**config.mk**
```make
export PLATFORM = sky130hd
export DESIGN_NAME = pdm_array
export DESIGN_NICKNAME = d
export VERILOG_FILES = /design/src/rtl/pdm_pkg.sv /design/src/rtl/pdm_channel.sv /design/src/rtl/pdm_array.sv
export SDC_FILE = /design/constraint.sdc
export NUM_CORES = 1
export LEC_CHECK = 0
export CAP_MARGIN = 5
export CORE_AREA = 2 2 86 88
export DETAILED_ROUTE_END_ITERATION = 8
export DIE_AREA = 0 0 88 90
export PLACE_DENSITY_LB_ADDON = 0.05
export SYNTH_ARGS = -nofsm -noshare
export SYNTH_HDL_FRONTEND = slang
export SYNTH_SLANG_ARGS = --single-unit
```
**constraint.sdc**
```tcl
create_clock -name Clock -period 2 [get_ports Clock]
set_input_delay 0.4 -clock Clock [delete_from_list [all_inputs] [get_ports Clock]]
set_output_delay 0.4 -clock Clock [all_outputs]
set_load 0.005 [all_outputs]
```
**src/rtl/pdm_pkg.sv**
```systemverilog
// Shared types and helpers for the multi-channel pulse-density modulator.
// The mode enum matches the single run-time mode input bit.
package pdm_pkg;

    typedef enum logic {
        PDM_SD  = 1'b0,
        PDM_PWM = 1'b1
    } pdm_mode_e;

    // Modulation period in clock cycles for a given setpoint width.
    function automatic int pdm_period(input int width);
        return 1 << width;
    endfunction

endpackage

```
**src/rtl/pdm_channel.sv**
```systemverilog
// One modulator channel: shadow/active setpoint pair, sigma-delta accumulator
// and the registered output bit.
module pdm_channel
    import pdm_pkg::*;
#(
    parameter int WIDTH = 5
) (
    input  logic             Clock,
    input  logic             nReset,
    input  logic             wr_en,
    input  logic [WIDTH-1:0] wr_data,
    input  logic [WIDTH-1:0] cnt,
    input  logic             boundary,
    input  logic             transfer,
    input  pdm_mode_e        mode_q,
    output logic             pdm_out
);

    logic [WIDTH-1:0] shadow_reg;
    logic [WIDTH-1:0] active_reg;
    logic [WIDTH-1:0] acc_reg;
    logic             out_reg;
    logic [WIDTH:0]   sum_next;

    always_comb begin
        sum_next = {1'b0, acc_reg} + {1'b0, active_reg};
    end

    always_ff @(posedge Clock or negedge nReset) begin
        if (!nReset) begin
            shadow_reg <= '0;
            active_reg <= '0;
            acc_reg    <= '0;
            out_reg    <= 1'b0;
        end else begin
            if (wr_en) begin
                shadow_reg <= wr_data;
            end
            // Reads the pre-edge shadow, so a same-edge write waits for the next commit.
            if (boundary && transfer) begin
                active_reg <= shadow_reg;
            end
            if (mode_q == PDM_SD) begin
                acc_reg <= sum_next[WIDTH-1:0];
                out_reg <= sum_next[WIDTH];
            end else begin
                out_reg <= (cnt < active_reg);
            end
        end
    end

    assign pdm_out = out_reg;

endmodule

```
**src/rtl/pdm_array.sv**
```systemverilog
// Multi-channel PDM/PWM generator with shadowed setpoints that all switch
// together on the period boundary.
module pdm_array
    import pdm_pkg::*;
#(
    parameter int WIDTH    = 5,
    parameter int CHANNELS = 4,
    localparam int AW      = (CHANNELS > 1) ? $clog2(CHANNELS) : 1
) (
    input  logic                Clock,
    input  logic                nReset,
    input  logic                wr_en,
    input  logic [AW-1:0]       wr_addr,
    input  logic [WIDTH-1:0]    wr_data,
    input  logic                commit,
    input  logic                mode,
    output logic                commit_pending,
    output logic [CHANNELS-1:0] pdm_out
);

    localparam int P = pdm_period(WIDTH);

    logic [WIDTH-1:0]    cnt_reg;
    logic                pend_reg;
    pdm_mode_e           mode_q_reg;
    logic                boundary;
    logic                transfer;
    logic [CHANNELS-1:0] wr_sel;

    assign boundary = (cnt_reg == WIDTH'(P - 1));
    // A commit landing on the boundary cycle is honoured without going pending.
    assign transfer = pend_reg | commit;

    always_ff @(posedge Clock or negedge nReset) begin
        if (!nReset) begin
            cnt_reg    <= '0;
            pend_reg   <= 1'b0;
            mode_q_reg <= PDM_SD;
        end else begin
            cnt_reg <= cnt_reg + 1'b1;
            if (boundary) begin
                pend_reg   <= 1'b0;
                mode_q_reg <= pdm_mode_e'(mode);
            end else if (commit) begin
                pend_reg <= 1'b1;
            end
        end
    end

    assign commit_pending = pend_reg;

    generate
        for (genvar gi = 0; gi < CHANNELS; gi++) begin : g_ch
            // Addresses at or above CHANNELS match no channel and are dropped.
            assign wr_sel[gi] = wr_en && (wr_addr == AW'(gi));

            pdm_channel #(
                .WIDTH(WIDTH)
            ) u_ch (
                .Clock    (Clock),
                .nReset   (nReset),
                .wr_en    (wr_sel[gi]),
                .wr_data  (wr_data),
                .cnt      (cnt_reg),
                .boundary (boundary),
                .transfer (transfer),
                .mode_q   (mode_q_reg),
                .pdm_out  (pdm_out[gi])
            );
        end
    endgenerate

endmodule
```
# Word level (Yosys, flattened, before mapping)
# Cells that the tools add are included.
# totals
regBits	71
in_bits	12
out_inout_bits	5
word_cells	46
# classes
n_addsub	5
order_cmp	4
eq_ne	4
mux	6
n_bitwise	1
n_reduce_logical	7
# op_table
operator	n
$add 5x5->6	4
$lt 5x5->1	4
$mux 1	6
$add 5x1->5 const B	1
$eq 5x5->1 const B	1
$logic_and 1x1->1	5
$eq 2x2->1 const B	2
$eq 2x1->1 const B	1
$logic_not 2->1	1
$reduce_bool 2->1	1
$or 1x1->1	1

# Logic depth before layout (Yosys ltp)
# logic_depth
word_depth	2
depth_mapped	7

# Hierarchy
# A second synthesis with hierarchy kept.
# unflattened
cells_unflattened	316
hier_area_um2	3697.3
# by_module_without_submodules
mod	n_inst	cells_per_inst	area_per_inst_um2	seq_area_each_um2
pdm_channel at g_ch[0].u_ch ...	2	74	847.1	400.4
pdm_channel at g_ch[1].u_ch ...	2	72	845.8	400.4
pdm_array	1	24	311.5	175.2

# Worst setup path after synthesis
# OpenSTA, ideal clock, no wires.
# synth_timing
path_kind	reg2reg
from	reg cnt_reg[1]
to	reg g_ch[0].u_ch.active_reg[0]
setup_time_ns	0.125
arrival_ns	1.641
required_time_ns	1.875
slack_ns	0.234
path_stages_with_launch	7
n_path_buf	1
synth_period_minus_slack_ns	1.766
cell_sequence	dfrtp_1 ha_1 and3_1 ha_1 o21ai_1 buf_2 mux2_2
# synth_via
elab_chain_len	2
# synth_rtl
item	line_no	source
from (decl)	pdm_array.sv:23	logic [WIDTH-1:0] cnt_reg;
from (signal assigned)	pdm_array.sv:40	cnt_reg <= cnt_reg + 1'b1;
$eq 5x5->1	pdm_array.sv:30	assign boundary = (cnt_reg == WIDTH'(P - 1));
$logic_and 1x1->1	pdm_channel.sv:40	if (boundary && transfer) begin
to (signal assigned)	pdm_channel.sv:41	active_reg <= shadow_reg;
to (decl)	pdm_channel.sv:20	logic [WIDTH-1:0] active_reg;
# No other way between the ends.
# A chain may end at the register's enable or synchronous reset.

# Worst setup path in the final report
# layout_timing
from	reg cnt_reg[0]
to	reg g_ch[2].u_ch.active_reg[4]
# layout_via
elab_chain_len	2
# layout_rtl
item	line_no
$eq 5x5->1	pdm_array.sv:30
$logic_and 1x1->1	pdm_channel.sv:40
to (signal assigned)	pdm_channel.sv:41
to (decl)	pdm_channel.sv:20
# No other way between the ends.

==> flow_summary.json <==
{
  "status": "finished, final reports clean",
  "r2r-start": "cnt_reg[0]",
  "nFillCells": 573,
  "setup_violations": 0,
  "ant_nets": 0,
  "r2r_end": "g_ch[2].u_ch.active_reg[4]",
  "start_kind": "flop",
  "synth_common_cells": "71 x dfrtp_1, 45 x mux2_2, 38 x ha_1",
  "final_cells": 446,
  "synth_warnings": 0,
  "hold_viol": 0,
  "grt_max_degree": 43,
  "die_y_um": 90,
  "syn-cell-area_um2": 3710,
  "required_ps": 2220,
  "cts_inserted_buffers": 9,
  "synth_top_family_by_area": "adder cells",
  "yosysUniqueCellTypes": 26,
  "wl_per_cell_um": 14.4,
  "pin_count": 17,
  "drc": 0,
  "wl_um": 6420,
  "synth.most_common_cell": "dfrtp_1",
  "cts_sinks": 71,
  "reg2reg_depth": 6,
  "min_period_ps": 1810,
  "cts_tree": "done",
  "cts_buffer_depth": 2,
  "fin_crit_sh": 0.904,
  "maxSlewViolCount": 0,
  "crit_start": "cnt_reg[0]",
  "crit_fanout": 12,
  "synth_area_leaders": "dfrtp_1 48%, mux2_2 14%, ha_1 13%, inv_1 2.9%, nand2_1 2.4%",
  "synth_top_area_frac": 0.479,
  "rrSetupSlack_ps": 190,
  "multiInputGateArea_um2": 1760,
  "worstSetupPathType": "reg2reg",
  "yosysSeqAreaShare": 0.479,
  "synthesis.nets": 371,
  "dp_hpwl_um": 4830,
  "placementRows": 31,
  "nets": 396,
  "cts_resized": 0,
  "layout-drive-gt1-share": 0.205,
  "synthAdderAreaFrac": 0.150,
  "synth-edff-count": 0,
  "synthFlopType": "dfrtp_1",
  "coreArea_um2": 7020,
  "vdd_drop_max_uv": 539,
  "cts_setup_buffers": 0,
  "initialDrtViolationCount": 79,
  "start_util": 0.528,
  "fin_setup_tns_ps": 0,
  "num_antenna_cells": 0,
  "syn_area_per_cell_um2": 11.7,
  "rsz0062_at_grt": "false",
  "port_buffers": 16,
  "dr.pass1.iters": 4,
  "clock_latency_ps": 340,
  "gp_congestion": 0.764,
  "ctsHoldBuffers": 0,
  "yosys-mux-area-fraction": 0.137,
  "synth_xor_area_frac": 0.0236,
  "htree_levels": 3,
  "slew_headroom": 0.639,
  "leakagePower_nw": 1.97,
  "die_width_um": 88,
  "dp_cells": 430,
  "regArea_um2": 1780,
  "critPathCaptureType": "flop",
  "area_growth_pct": 13.9,
  "ys_ff_latch": 71,
  "cap_violations": 0,
  "worstPathArrival_ps": 2030,
  "cellPowerDensity_nw_per_um2": 1190,
  "viasPerCell": 5.09,
  "grt_pass1_wl_um": 11400,
  "cts_root_buf": "clkbuf_8",
  "antenna_found_initial": 0,
  "worst_pin_slew_ps": 541,
  "synth_compound_gate_area_share": 0.0837,
  "hold_path.class": "in2async",
  "overflow": 0,
  "max_freq_mhz": 553,
  "clkSlewWorstSetupHoldPaths_ps": 80,
  "grt_pass1_vias": 2263,
  "synthArstFlopShare": 1.00,
  "p_total_w": 0.00501,
  "dieArea_um2": 7920,
  "vias": 2269,
  "hold_ws_ps": 62.3,
  "yosysTopAreaCell": "dfrtp_1",
  "yosys.area_share.simple": 0.0804,
  "grt_usage": 0.188,
  "skew_ps": 9.61,
  "netlist_instances": 317
}
==> report_power, final <==
| part | total [W] | switching, W | internal, W |
|---|---|---|---|
| registers | 0.00210 | 0.000268 | 0.00183 |
| clock network | 0.00126 | 0.000554 | 0.000709 |
| logic | 0.00165 | 0.000760 | 0.000888 |
| total | 0.00501 | 0.00158 | 0.00343 |
==> cells by family (layout without fill, tap and decap cells) <==
logic type                 Yosys count  after routing
DFF                                 71             71
buffers and inverters               40             70
muxes                               45             45
xor gates and xnor gates            10             10
AOI/OAI and AO/OA                   49             49
and+or+nand+nor                     60             60
adders and majority gates           42             42
==> layout make-up <==
class                   instances  share of cell area
inverters                      29              0.0258
clock inverters                 6              0.0219
clock buffers                  10              0.0302
flip-flops and latches         71               0.421
multi-input cells             206               0.416
repair buffers                 25              0.0557
well taps                      99              0.0293
==> per-stage QoR <==
| step | worst slack, ps | instance area (um2) | util |
|---|---|---|---|
| final | 191 | 4220 | 0.601 |
| after CTS | 189 | 4220 | 0.601 |
| after global routing | 85.2 | 4220 | 0.601 |
| after floorplan | 234 | 3710 | - |
| after detailed placement | 204 | 4000 | 0.570 |
| after global placement | 229 | 4000 | 0.570 |
==> cells in the final DEF, fill, tap and decap left out, types with 8 or more instances in the layout <==
cell type	instances
ha_1	38
o21ai_0	8
dfrtp_1	71
a21oi_1	12
o21a_1	12
nand2_1	24
mux2_2	45
inv_1	29
nor2_1	10
buf_4	8
clkdlybuf4s50_1	15
clkbuf_8	9
==> layer usage <==
metal | vias to the layer above | GRT usage | wire length (um)
met4 | 0 | 0.0474 | 53
met1 | 1093 | 0.289 | 3430
li1 | 1145 | - | -
met3 | 6 | 0.0468 | 158
met5 | - | 0 | 0
met2 | 25 | 0.266 | 2780
==> worst max-delay path by stage <==
| stage | endpoint | slack (ps) | depth (start not counted) |
|---|---|---|---|
| 2_1_floorplan | g_ch[0].u_ch.active_reg[0] | 230 | 6 |
| 3_3_place_gp | g_ch[0].u_ch.active_reg[1] | 230 | 6 |
| 3_5_place_dp | g_ch[0].u_ch.active_reg[0] | 200 | 6 |
| 4_1_cts | g_ch[2].u_ch.active_reg[4] | 190 | 6 |
| 5_1_grt | g_ch[2].u_ch.active_reg[3] | 90 | 6 |
| 6_report | g_ch[2].u_ch.active_reg[4] | 190 | 6 |
==> critical path: stages (launching register included) <==
cell	delay, ps
dfrtp_1	390
ha_1	220
and3_1	190
ha_1	210
o21ai_1	110
buf_4	230
mux2_2	340
Power figures use the tool's default switching activity.
